<file path="src/rtl/uart_pkg.sv">
// uart_pkg
//   Shared definitions for the APB-UART transmit path.
//   - uart_state_e  : serializer FSM state encoding (also exported for debug)
//   - DATABUS_DEF   : default data width (matches the TX Fifo width)
//   - DIVW_DEF      : default width of the baud divisor
//   - NUM_DATA_BITS : data bits carried by one frame
//   - BIT_CNT_W     : width of the counter that walks data and stop bits
//   - is_on_line    : true for states whose timing is driven by the baud generator
package uart_pkg;

    localparam int DATABUS_DEF   = 8;
    localparam int DIVW_DEF      = 16;
    localparam int NUM_DATA_BITS = 8;
    localparam int BIT_CNT_W     = 4;

    typedef enum logic [2:0] {
        ST_IDLE   = 3'd0,
        ST_FETCH  = 3'd1,
        ST_LOAD   = 3'd2,
        ST_START  = 3'd3,
        ST_DATA   = 3'd4,
        ST_PARITY = 3'd5,
        ST_STOP   = 3'd6
    } uart_state_e;

    // States in which a frame bit is being driven on txd.
    function automatic logic is_on_line(uart_state_e s);
        return (s == ST_START) || (s == ST_DATA) ||
               (s == ST_PARITY) || (s == ST_STOP);
    endfunction

endpackage

</file>
<file path="src/rtl/uart_tx_serializer_if.sv">
// uart_tx_serializer_if
//   Pop-side connection between the TX Fifo and the transmit serializer.
//   Signals:
//     fifo_empty : Fifo has no entry (driven by the Fifo)
//     fifo_rdata : Fifo read data, registered (driven by the Fifo)
//     fifo_pop   : one-cycle pop strobe (driven by the serializer)
//   Handshake: fifo_pop is a single-cycle request that is only raised when
//   fifo_empty was low; the popped byte appears on fifo_rdata in the cycle
//   that follows the strobe and the consumer captures it there. There is no
//   back-pressure from the Fifo: a pop of a non-empty Fifo always succeeds.
//   Modports:
//     master : serializer side (issues pops)
//     slave  : Fifo side (serves pops)
interface uart_tx_serializer_if #(
    parameter int DATABUS = 8
);
    logic               fifo_empty;
    logic [DATABUS-1:0] fifo_rdata;
    logic               fifo_pop;

    modport master (
        input  fifo_empty,
        input  fifo_rdata,
        output fifo_pop
    );

    modport slave (
        output fifo_empty,
        output fifo_rdata,
        input  fifo_pop
    );
endinterface

</file>
<file path="src/rtl/uart_baud_gen.sv">
// uart_baud_gen
//   Bit-period timer for the transmit serializer. A down-counter is loaded
//   with the divisor and, while enabled, counts to zero; bit_tick marks the
//   last clk cycle of each bit period and the counter reloads there, so a
//   divisor of N yields a period of N+1 clk cycles.
//   Ports:
//     clk, rst_n : clock, synchronous active-low reset
//     en         : count while high (frame bit on the line)
//     load       : restart the period from div (frame start)
//     div        : bit period minus one, in clk cycles
//     bit_tick   : high in the final cycle of each bit period
module uart_baud_gen #(
    parameter int DIVW = 16
) (
    input  logic            clk,
    input  logic            rst_n,
    input  logic            en,
    input  logic            load,
    input  logic [DIVW-1:0] div,
    output logic            bit_tick
);

    logic [DIVW-1:0] cnt_q;
    logic [DIVW-1:0] cnt_d;

    always_comb begin
        bit_tick = en && (cnt_q == '0);
        cnt_d    = cnt_q;
        if (load) begin
            cnt_d = div;
        end else if (en) begin
            cnt_d = bit_tick ? div : (cnt_q - DIVW'(1));
        end
    end

    always_ff @(posedge clk) begin
        if (!rst_n) begin
            cnt_q <= '0;
        end else begin
            cnt_q <= cnt_d;
        end
    end

endmodule

</file>
<file path="src/rtl/uart_tx_serializer.sv">
// uart_tx_serializer
//   Transmit serializer of the APB-UART TX path. Pops one byte from the TX
//   Fifo while enabled and sends it as: start bit, 8 data bits LSB first,
//   optional parity bit, 1 or 2 stop bits. Frame configuration is captured
//   once per frame so register writes mid-frame only affect the next frame.
//   Ports:
//     clk, rst_n  : clock, synchronous active-low reset
//     tx_en       : transmitter enable
//     baud_div    : bit period minus one, in clk cycles
//     parity_en   : append a parity bit
//     parity_odd  : odd (1) / even (0) parity
//     stop2       : two stop bits when high
//     fifo_if     : TX Fifo pop port (master side)
//     txd         : serial line, idles high (registered)
//     busy        : high whenever the FSM is not in IDLE
//     tx_done     : one-cycle pulse after the last stop bit (registered)
//     state_dbg   : current FSM state
module uart_tx_serializer
    import uart_pkg::*;
#(
    parameter int DATABUS = DATABUS_DEF,
    parameter int DIVW    = DIVW_DEF
) (
    input  logic                   clk,
    input  logic                   rst_n,
    input  logic                   tx_en,
    input  logic [DIVW-1:0]        baud_div,
    input  logic                   parity_en,
    input  logic                   parity_odd,
    input  logic                   stop2,
    uart_tx_serializer_if.master   fifo_if,
    output logic                   txd,
    output logic                   busy,
    output logic                   tx_done,
    output uart_state_e            state_dbg
);

    uart_state_e            state_q,   state_d;
    logic [DATABUS-1:0]     shift_q,   shift_d;
    logic [BIT_CNT_W-1:0]   bit_cnt_q, bit_cnt_d;
    logic [DIVW-1:0]        div_q,     div_d;
    logic                   par_en_q,  par_en_d;
    logic                   stop2_q,   stop2_d;
    logic                   parity_q,  parity_d;
    logic                   txd_q,     txd_d;
    logic                   pop_q,     pop_d;
    logic                   done_q,    done_d;

    logic                   bit_tick;
    logic                   baud_load;
    logic                   baud_en;
    logic [DIVW-1:0]        baud_reload;
    logic                   can_fetch;

    // The divisor is latched in the same edge that starts the first bit
    // period, so the generator must take the live value while in LOAD.
    assign baud_reload = (state_q == ST_LOAD) ? baud_div : div_q;
    assign baud_en     = is_on_line(state_q);
    assign can_fetch   = tx_en && !fifo_if.fifo_empty;

    uart_baud_gen #(
        .DIVW (DIVW)
    ) u_baud_gen (
        .clk      (clk),
        .rst_n    (rst_n),
        .en       (baud_en),
        .load     (baud_load),
        .div      (baud_reload),
        .bit_tick (bit_tick)
    );

    // Next-state and registered-output logic. txd/fifo_pop/tx_done are
    // computed one cycle ahead from the transition taken, so the flops
    // present them in the same cycle the new state becomes current.
    always_comb begin
        state_d   = state_q;
        shift_d   = shift_q;
        bit_cnt_d = bit_cnt_q;
        div_d     = div_q;
        par_en_d  = par_en_q;
        stop2_d   = stop2_q;
        parity_d  = parity_q;
        txd_d     = txd_q;
        pop_d     = 1'b0;
        done_d    = 1'b0;
        baud_load = 1'b0;

        case (state_q)
            ST_IDLE: begin
                txd_d = 1'b1;
                if (can_fetch) begin
                    state_d = ST_FETCH;
                    pop_d   = 1'b1;
                end
            end

            ST_FETCH: begin
                txd_d   = 1'b1;
                state_d = ST_LOAD;
            end

            ST_LOAD: begin
                shift_d   = fifo_if.fifo_rdata;
                div_d     = baud_div;
                par_en_d  = parity_en;
                stop2_d   = stop2;
                // Odd/even selection is folded into the stored bit, so the
                // polarity input itself need not be held for the frame.
                parity_d  = (^fifo_if.fifo_rdata) ^ parity_odd;
                bit_cnt_d = '0;
                baud_load = 1'b1;
                txd_d     = 1'b0;
                state_d   = ST_START;
            end

            ST_START: begin
                if (bit_tick) begin
                    txd_d   = shift_q[0];
                    state_d = ST_DATA;
                end
            end

            ST_DATA: begin
                if (bit_tick) begin
                    shift_d = shift_q >> 1;
                    if (bit_cnt_q == BIT_CNT_W'(NUM_DATA_BITS - 1)) begin
                        bit_cnt_d = '0;
                        if (par_en_q) begin
                            txd_d   = parity_q;
                            state_d = ST_PARITY;
                        end else begin
                            txd_d   = 1'b1;
                            state_d = ST_STOP;
                        end
                    end else begin
                        bit_cnt_d = bit_cnt_q + BIT_CNT_W'(1);
                        // Next data bit is the one that becomes bit 0.
                        txd_d     = shift_q[1];
                    end
                end
            end

            ST_PARITY: begin
                if (bit_tick) begin
                    txd_d   = 1'b1;
                    state_d = ST_STOP;
                end
            end

            ST_STOP: begin
                txd_d = 1'b1;
                if (bit_tick) begin
                    // bit_cnt_q counts completed stop bits.
                    if (stop2_q && (bit_cnt_q == '0)) begin
                        bit_cnt_d = BIT_CNT_W'(1);
                    end else begin
                        bit_cnt_d = '0;
                        done_d    = 1'b1;
                        if (can_fetch) begin
                            state_d = ST_FETCH;
                            pop_d   = 1'b1;
                        end else begin
                            state_d = ST_IDLE;
                        end
                    end
                end
            end

            default: begin
                txd_d   = 1'b1;
                state_d = ST_IDLE;
            end
        endcase
    end

    always_ff @(posedge clk) begin
        if (!rst_n) begin
            state_q   <= ST_IDLE;
            shift_q   <= '0;
            bit_cnt_q <= '0;
            div_q     <= '0;
            par_en_q  <= 1'b0;
            stop2_q   <= 1'b0;
            parity_q  <= 1'b0;
            txd_q     <= 1'b1;
            pop_q     <= 1'b0;
            done_q    <= 1'b0;
        end else begin
            state_q   <= state_d;
            shift_q   <= shift_d;
            bit_cnt_q <= bit_cnt_d;
            div_q     <= div_d;
            par_en_q  <= par_en_d;
            stop2_q   <= stop2_d;
            parity_q  <= parity_d;
            txd_q     <= txd_d;
            pop_q     <= pop_d;
            done_q    <= done_d;
        end
    end

    assign txd              = txd_q;
    assign fifo_if.fifo_pop = pop_q;
    assign tx_done          = done_q;
    assign busy             = (state_q != ST_IDLE);
    assign state_dbg        = state_q;

endmodule

</file>
<file path="src/flat_wrapper.sv">
// flat-port wrapper written by rule: the top's interface ports become plain ports
module uart_tx_serializer_flat import uart_pkg::*;
#(
    parameter int DATABUS = DATABUS_DEF,
    parameter int DIVW    = DIVW_DEF
)
  (clk, rst_n, tx_en, baud_div, parity_en, parity_odd, stop2, txd, busy, tx_done, state_dbg, fifo_if_fifo_empty, fifo_if_fifo_rdata, fifo_if_fifo_pop);
  uart_tx_serializer_if #(.DATABUS(DATABUS)) fifo_if_i ();
  input  logic clk;
  input  logic rst_n;
  input  logic tx_en;
  input  logic [DIVW-1:0] baud_div;
  input  logic parity_en;
  input  logic parity_odd;
  input  logic stop2;
  output logic txd;
  output logic busy;
  output logic tx_done;
  output uart_state_e state_dbg;
  input wire logic [$bits(fifo_if_i.fifo_empty)-1:0] fifo_if_fifo_empty;
  input wire logic [$bits(fifo_if_i.fifo_rdata)-1:0] fifo_if_fifo_rdata;
  output wire logic [$bits(fifo_if_i.fifo_pop)-1:0] fifo_if_fifo_pop;
  assign fifo_if_i.fifo_empty = fifo_if_fifo_empty;
  assign fifo_if_i.fifo_rdata = fifo_if_fifo_rdata;
  assign fifo_if_fifo_pop = fifo_if_i.fifo_pop;
  uart_tx_serializer #(.DATABUS(DATABUS), .DIVW(DIVW)) u_core (.clk(clk), .rst_n(rst_n), .tx_en(tx_en), .baud_div(baud_div), .parity_en(parity_en), .parity_odd(parity_odd), .stop2(stop2), .fifo_if(fifo_if_i), .txd(txd), .busy(busy), .tx_done(tx_done), .state_dbg(state_dbg));
endmodule
</file>
<file path="config.mk">
export PLATFORM = sky130hd
export DESIGN_NAME = uart_tx_serializer_flat
export DESIGN_NICKNAME = d
export VERILOG_FILES = /design/src/rtl/uart_pkg.sv /design/src/rtl/uart_tx_serializer_if.sv /design/src/rtl/uart_baud_gen.sv /design/src/rtl/uart_tx_serializer.sv /design/src/flat_wrapper.sv
export SDC_FILE = /design/constraint.sdc
export NUM_CORES = 1
export LEC_CHECK = 0
export BUFFER_PORTS_ARGS = -buffer_cell sky130_fd_sc_hd__buf_2
export CORE_ASPECT_RATIO = 1.75
export CORE_UTILIZATION = 35
export CTS_CLUSTER_DIAMETER = 60
export DETAILED_ROUTE_END_ITERATION = 7
export GPL_ROUTABILITY_DRIVEN = 0
export HOLD_SLACK_MARGIN = 0.1
export PLACE_DENSITY = 0.62
export SKIP_CTS_REPAIR_TIMING = 1
export SLEW_MARGIN = 15
export SYNTH_ARGS = -nofsm -noshare
export SYNTH_HDL_FRONTEND = slang
export SYNTH_SLANG_ARGS = --single-unit
</file>
<file path="constraint.sdc">
create_clock -name clk -period 2.35 [get_ports clk]
set_input_delay 0.1175 -clock clk [delete_from_list [all_inputs] [get_ports clk]]
set_output_delay 0.1175 -clock clk [all_outputs]
set_load 0.03 [all_outputs]
</file>
Word-level counts from Yosys, hierarchy flattened
Index checks and enable logic that the tools add are counted.
Storage, ports and cells
  register bits after elaboration: 53
  input bits: 31
  word-level logic and storage cells: 81
Operators by class
  add/subtract/negate cells: 2
  equality and inequality tests: 14
  mux-type cells: 33
  bitwise logic cells: 1
  reduce and logical (&&, ||, !) cells: 20
Operators by type and width (count)
  16-bit 2-to-1 mux: 4
  3-bit 2-to-1 mux: 7
  3-bit case mux with 7 select lines: 1
  16-bit logical NOT: 1
  8-bit case mux with 2 select lines: 1
  16-bit by 1-bit subtractor with 16-bit output (second input constant): 1
  1-bit 2-to-1 mux: 12
  4-bit 2-to-1 mux: 3
  4-bit case mux with 3 select lines: 1
  2-bit by 1-bit != test with 1-bit output (second input constant): 5
  3-bit equality test (second input constant): 3
  3-bit AND reduction: 3
  8-bit 2-to-1 mux: 1
  8-bit XOR reduction: 1
  7-bit AND reduction: 1
  3-bit by 2-bit equality test with 1-bit output (second input constant): 2
  3-bit nonzero test: 2
  4-bit by 1-bit adder with 4-bit output (second input constant): 1
  4-bit by 3-bit equality test with 1-bit output (second input constant): 1
  4-bit logical NOT: 1
  2-bit != test (second input constant): 2
  1-bit case mux with 4 select lines: 1
  2-bit nonzero test: 2
  3-bit by 1-bit equality test with 1-bit output (second input constant): 1
  other kinds (8): 12

Depth between registers and ports, before layout
  depth in word-level cells: 8
  gate-level depth with buffers: 10
  gate-level depth less buffers: 7

Hierarchy
Synthesis repeated with hierarchy kept, for this count alone.
Unflattened totals
  cells, all modules: 381
  area, all modules: 2955.3 um2
Modules (own cells, without submodules)
  uart_tx_serializer: instances 1, cells each 235, area each 1854.3 um2, seq. area each 740.7 um2
  uart_baud_gen: instances 1, cells each 146, area each 1101.1 um2, seq. area each 320.3 um2

Worst setup path after synthesis
Ideal clock, no wire load.
  path kind: register to register
  from: register u_core.state_q[0], in the netlist u_core.state_dbg[0]
  to: register u_core.u_baud_gen.cnt_q[3]
  data arrival time: 1.922 ns
  data required time: 2.222 ns
  path slack: 0.300 ns
  cell stages (with the launch flop): 9
  buffers on the path: 3
  cell sequence: dfxtp_1 buf_2 a21boi_0 o2111a_2 and2_1 buf_6 buf_8 a211oi_1 o22ai_1
Between the ends
  longest elaborated chain between the ends: 8
Ends and longest elaborated chain
  start, declared: line uart_tx_serializer.sv:38  | uart_state_e state_q, state_d;
  start signal, assigned: line uart_tx_serializer.sv:189  | state_q <= state_d;
  3-bit by 2-bit equality test with 1-bit output or 3-bit equality test (tied branches): line uart_pkg.sv:28  | return (s == ST_START) || (s == ST_DATA) ||
  1-bit logical OR (2 in a row): line uart_pkg.sv:28
  1-bit logical OR: line uart_pkg.sv:29  | (s == ST_PARITY) || (s == ST_STOP);
  1-bit logical AND: line uart_baud_gen.sv:27  | bit_tick = en && (cnt_q == '0);
  16-bit 2-to-1 mux: line uart_baud_gen.sv:32  | cnt_d = bit_tick ? div : (cnt_q - DIVW'(1));
  16-bit 2-to-1 mux: line uart_baud_gen.sv:31  | end else if (en) begin
  16-bit 2-to-1 mux: line uart_baud_gen.sv:29  | if (load) begin
  end signal, assigned: line uart_baud_gen.sv:40  | cnt_q <= cnt_d;
  end, declared: line uart_baud_gen.sv:23  | logic [DIVW-1:0] cnt_q;
Parallel ways exist; a longest one is shown, timed or not. The select of a mux whose other input is x is not followed.
A chain may end at the register's enable or synchronous reset.

Worst setup path in the final report
  from: register u_core.u_baud_gen.cnt_q[11]
  to: register u_core.u_baud_gen.cnt_q[1]
Between the ends
  longest elaborated chain between the ends: 5
Ends and longest elaborated chain (line)
  16-bit logical NOT: uart_baud_gen.sv:27
  1-bit logical AND: uart_baud_gen.sv:27
  16-bit 2-to-1 mux: uart_baud_gen.sv:32
  16-bit 2-to-1 mux: uart_baud_gen.sv:31
  16-bit 2-to-1 mux: uart_baud_gen.sv:29
Every way passes these cells. The select of a mux whose other input is x is not followed.

==> metrics.cfg <==
[grt]
antenna_found_initial = 0
overflow = 0
grt_max_degree = 39
groute.usage.overall_pct = 17.9
first_global_vias = 2688
grt_pass1_wl_mm = 12.9

[synth]
syn_inst = 361
ys_seq_area_share_pct = 34.6
synth_warnings = 0
yosys.area.top_type = dfxtp_1
synth_area_leaders = dfxtp_1 35%, nand2_1 7.3%, a21boi_0 4.9%
avgSynthCellArea_sq_um = 8.49
synth_top_area_share_pct = 34.6
synth_ff_type = dfxtp_1
synth_seq_cells = 53
syn-num-nets = 396
syn_area_sq_mm = 0.00307
synth-edff-count = 0
synth.distinct_cells = 63
synth_async_sr_flop_share_pct = 0

[final_layout]
drive_gt1_share_pct = 18.5
utilization_pct = 43.2
layout_common_cells = 60 x nand2_1, 53 x dfxtp_1, 37 x buf_2
diodes = 0
final_cells = 516
final_common_cell = nand2_1
area_delta_synth_final_pct = 17.9
fin_nets = 435

[power]
report.power.total_w = 0.00325
p_leak_nw = 1.50
p_per_area_mw_per_mm2 = 899
irDropWorstVdd_uv = 378

[sta]
drv_slew = 0
setup_ws_ns = 0.249
fin_tns_setup_ns = 0
finalSetupViolCount = 0
rsz0062_at_grt = false
hold_viol = 0
slew-limit-headroom_pct = 42.4
skew_ns = 0.00430
min_period_ns = 2.10
max_freq_mhz = 476
worstMarginPinSlew_ns = 0.855
fin_crit_sh_pct = 89.4

[floorplanning]
rows = 44
die_w_microns = 72.7
core_sq_mm = 0.00837
start_util_pct = 36.6
die_area_sq_mm = 0.00915
ios = 38
die_h_microns = 126

[clock_tree]
cts.sinks = 53
cts_buffers = 5
tritoncts = done
clock_latency_ns = 0.29
cts_root_buf = clkbuf_16
cts_max_level = 2
clockBufferDepth = 2
cts.clk_slew.worst_paths_ns = 0.07

[critical_path]
critPathSlowestCell = nor4_2
r2r_start = u_core.u_baud_gen.cnt_q[11]
critPathLaunch = u_core.u_baud_gen.cnt_q[11]
crit_path_max_fanout = 10
cp-start-kind = register
crit_path_end_kind = register
cp_data_required_time_ns = 2.53
crit_chain = nor4_2 > and3b_1 > and2_1 > buf_4 > nor3b_1 > o31ai_1
worst_path_largest_cell_delay_ns = 0.45
cp.arrival_ns = 2.28
path_class = reg -> reg

[detailed_routing]
drc = 0
firstDrtPassIters = 4
drtIter0Drc = 184
routed_via_density = 5.29
ant_nets = 0
wire_per_inst_microns = 15.1
drt-total-wl_mm = 7.78
num_vias = 2729

[placed_design]
port_buffers = 37
dp_hpwl_mm = 5.62
place_ws_ns = 0.229
dp.cells = 502

[hold_path]
hold_path_class = in -> reg
hold_start = baud_div[7]

[run]
drv_cap = 0

[status]
status = finished clean

-- area by class of cell --
cell class	count	area (sq um)
well taps	115	144
fillers	879	4750
clock buffers	7	143
multi-input cells	271	1820
flip-flops and latches	53	1060
inverters	10	37.5
clock inverters	1	30.0
repair buffers	59	378
-- worst paths after layout --
kind / to / slack [ns] / cells past startpoint
max: u_core.u_baud_gen.cnt_q[1] / 0.25 / 6
min: u_core.div_q[7] / 0.08 / 3
max reg2reg: u_core.u_baud_gen.cnt_q[1] / 0.25 / 6
min reg2reg: u_core.div_q[1] / 0.47 / 2
-- per-layer routing --
metal,global-route usage (%),vias to the layer above,wire length [microns]
li1,-,1374,-
met1,19.0,1293,3050
met2,33.8,51,4340
met3,2.88,11,213
met4,7.50,0,172
met5,0,-,0
-- report_power, final --
| group | switching, W | internal (W) | leakage (nW) |
|---|---|---|---|
| clock | 0.000334 | 0.000533 | 0.0841 |
| combinational | 0.000689 | 0.000566 | 0.984 |
| sequential | 0.000120 | 0.00101 | 0.431 |
| total | 0.00114 | 0.00210 | 1.50 |
-- stage by stage --
step                hold slack [ns]  cell area (sq um)
CTS                          0.0717               3550
detailed placement            0.390               3380
global route                  0.101               3610
global placement              0.382               3380
floorplan                     0.262               3070
finish                       0.0842               3610
-- critical path, delay by kind of cell, from the launching register on --
family / cells / cell delay, ns
simple gates: 4 / 1.28
compound gates: 1 / 0.10
flops: 1 / 0.37
buf+inv: 1 / 0.23
-- kinds of logic (layout without fill, tap and decap cells) --
family / Yosys count / count (layout) / share of synthesized area (%)
muxes: 15 / 15 / 4.98
adders and majority gates: 4 / 4 / 1.63
xor gates and xnor gates: 17 / 17 / 5.31
buffers and inverters: 37 / 77 / 6.24
and+or+nand+nor: 133 / 133 / 22.7
AOI/OAI and AO/OA: 102 / 102 / 24.5
DFF: 53 / 53 / 34.6
-- state kept, by name, summed over array words and instances (netlist names) --
name and count:
u_core.stop2_q 1, u_core.div_q 16, u_core.fifo_if.fifo_pop 1, u_core.bit_cnt_q 4, u_core.shift_q 8, u_core.state_dbg 3
u_core.tx_done 1, u_core.par_en_q 1, u_core.u_baud_gen.cnt_q 16, u_core.txd 1, u_core.parity_q 1
-- Yosys cell counts (all sizes together), types with 4 or more instances --
library cell,number
a21boi,22
a21oi,14
a221oi,4
a31oi,7
and2,5
and3,8
buf,10
clkbuf,17
dfxtp,53
ha,4
inv,10
mux2i,13
nand2,60
nand3,8
nor2,18
nor3b,4
nor4,4
o211a,9
o211ai,4
o21ai,17
o221ai,6
xnor2,9
xor2,7
No activity file was read; power rests on OpenSTA's default activity.
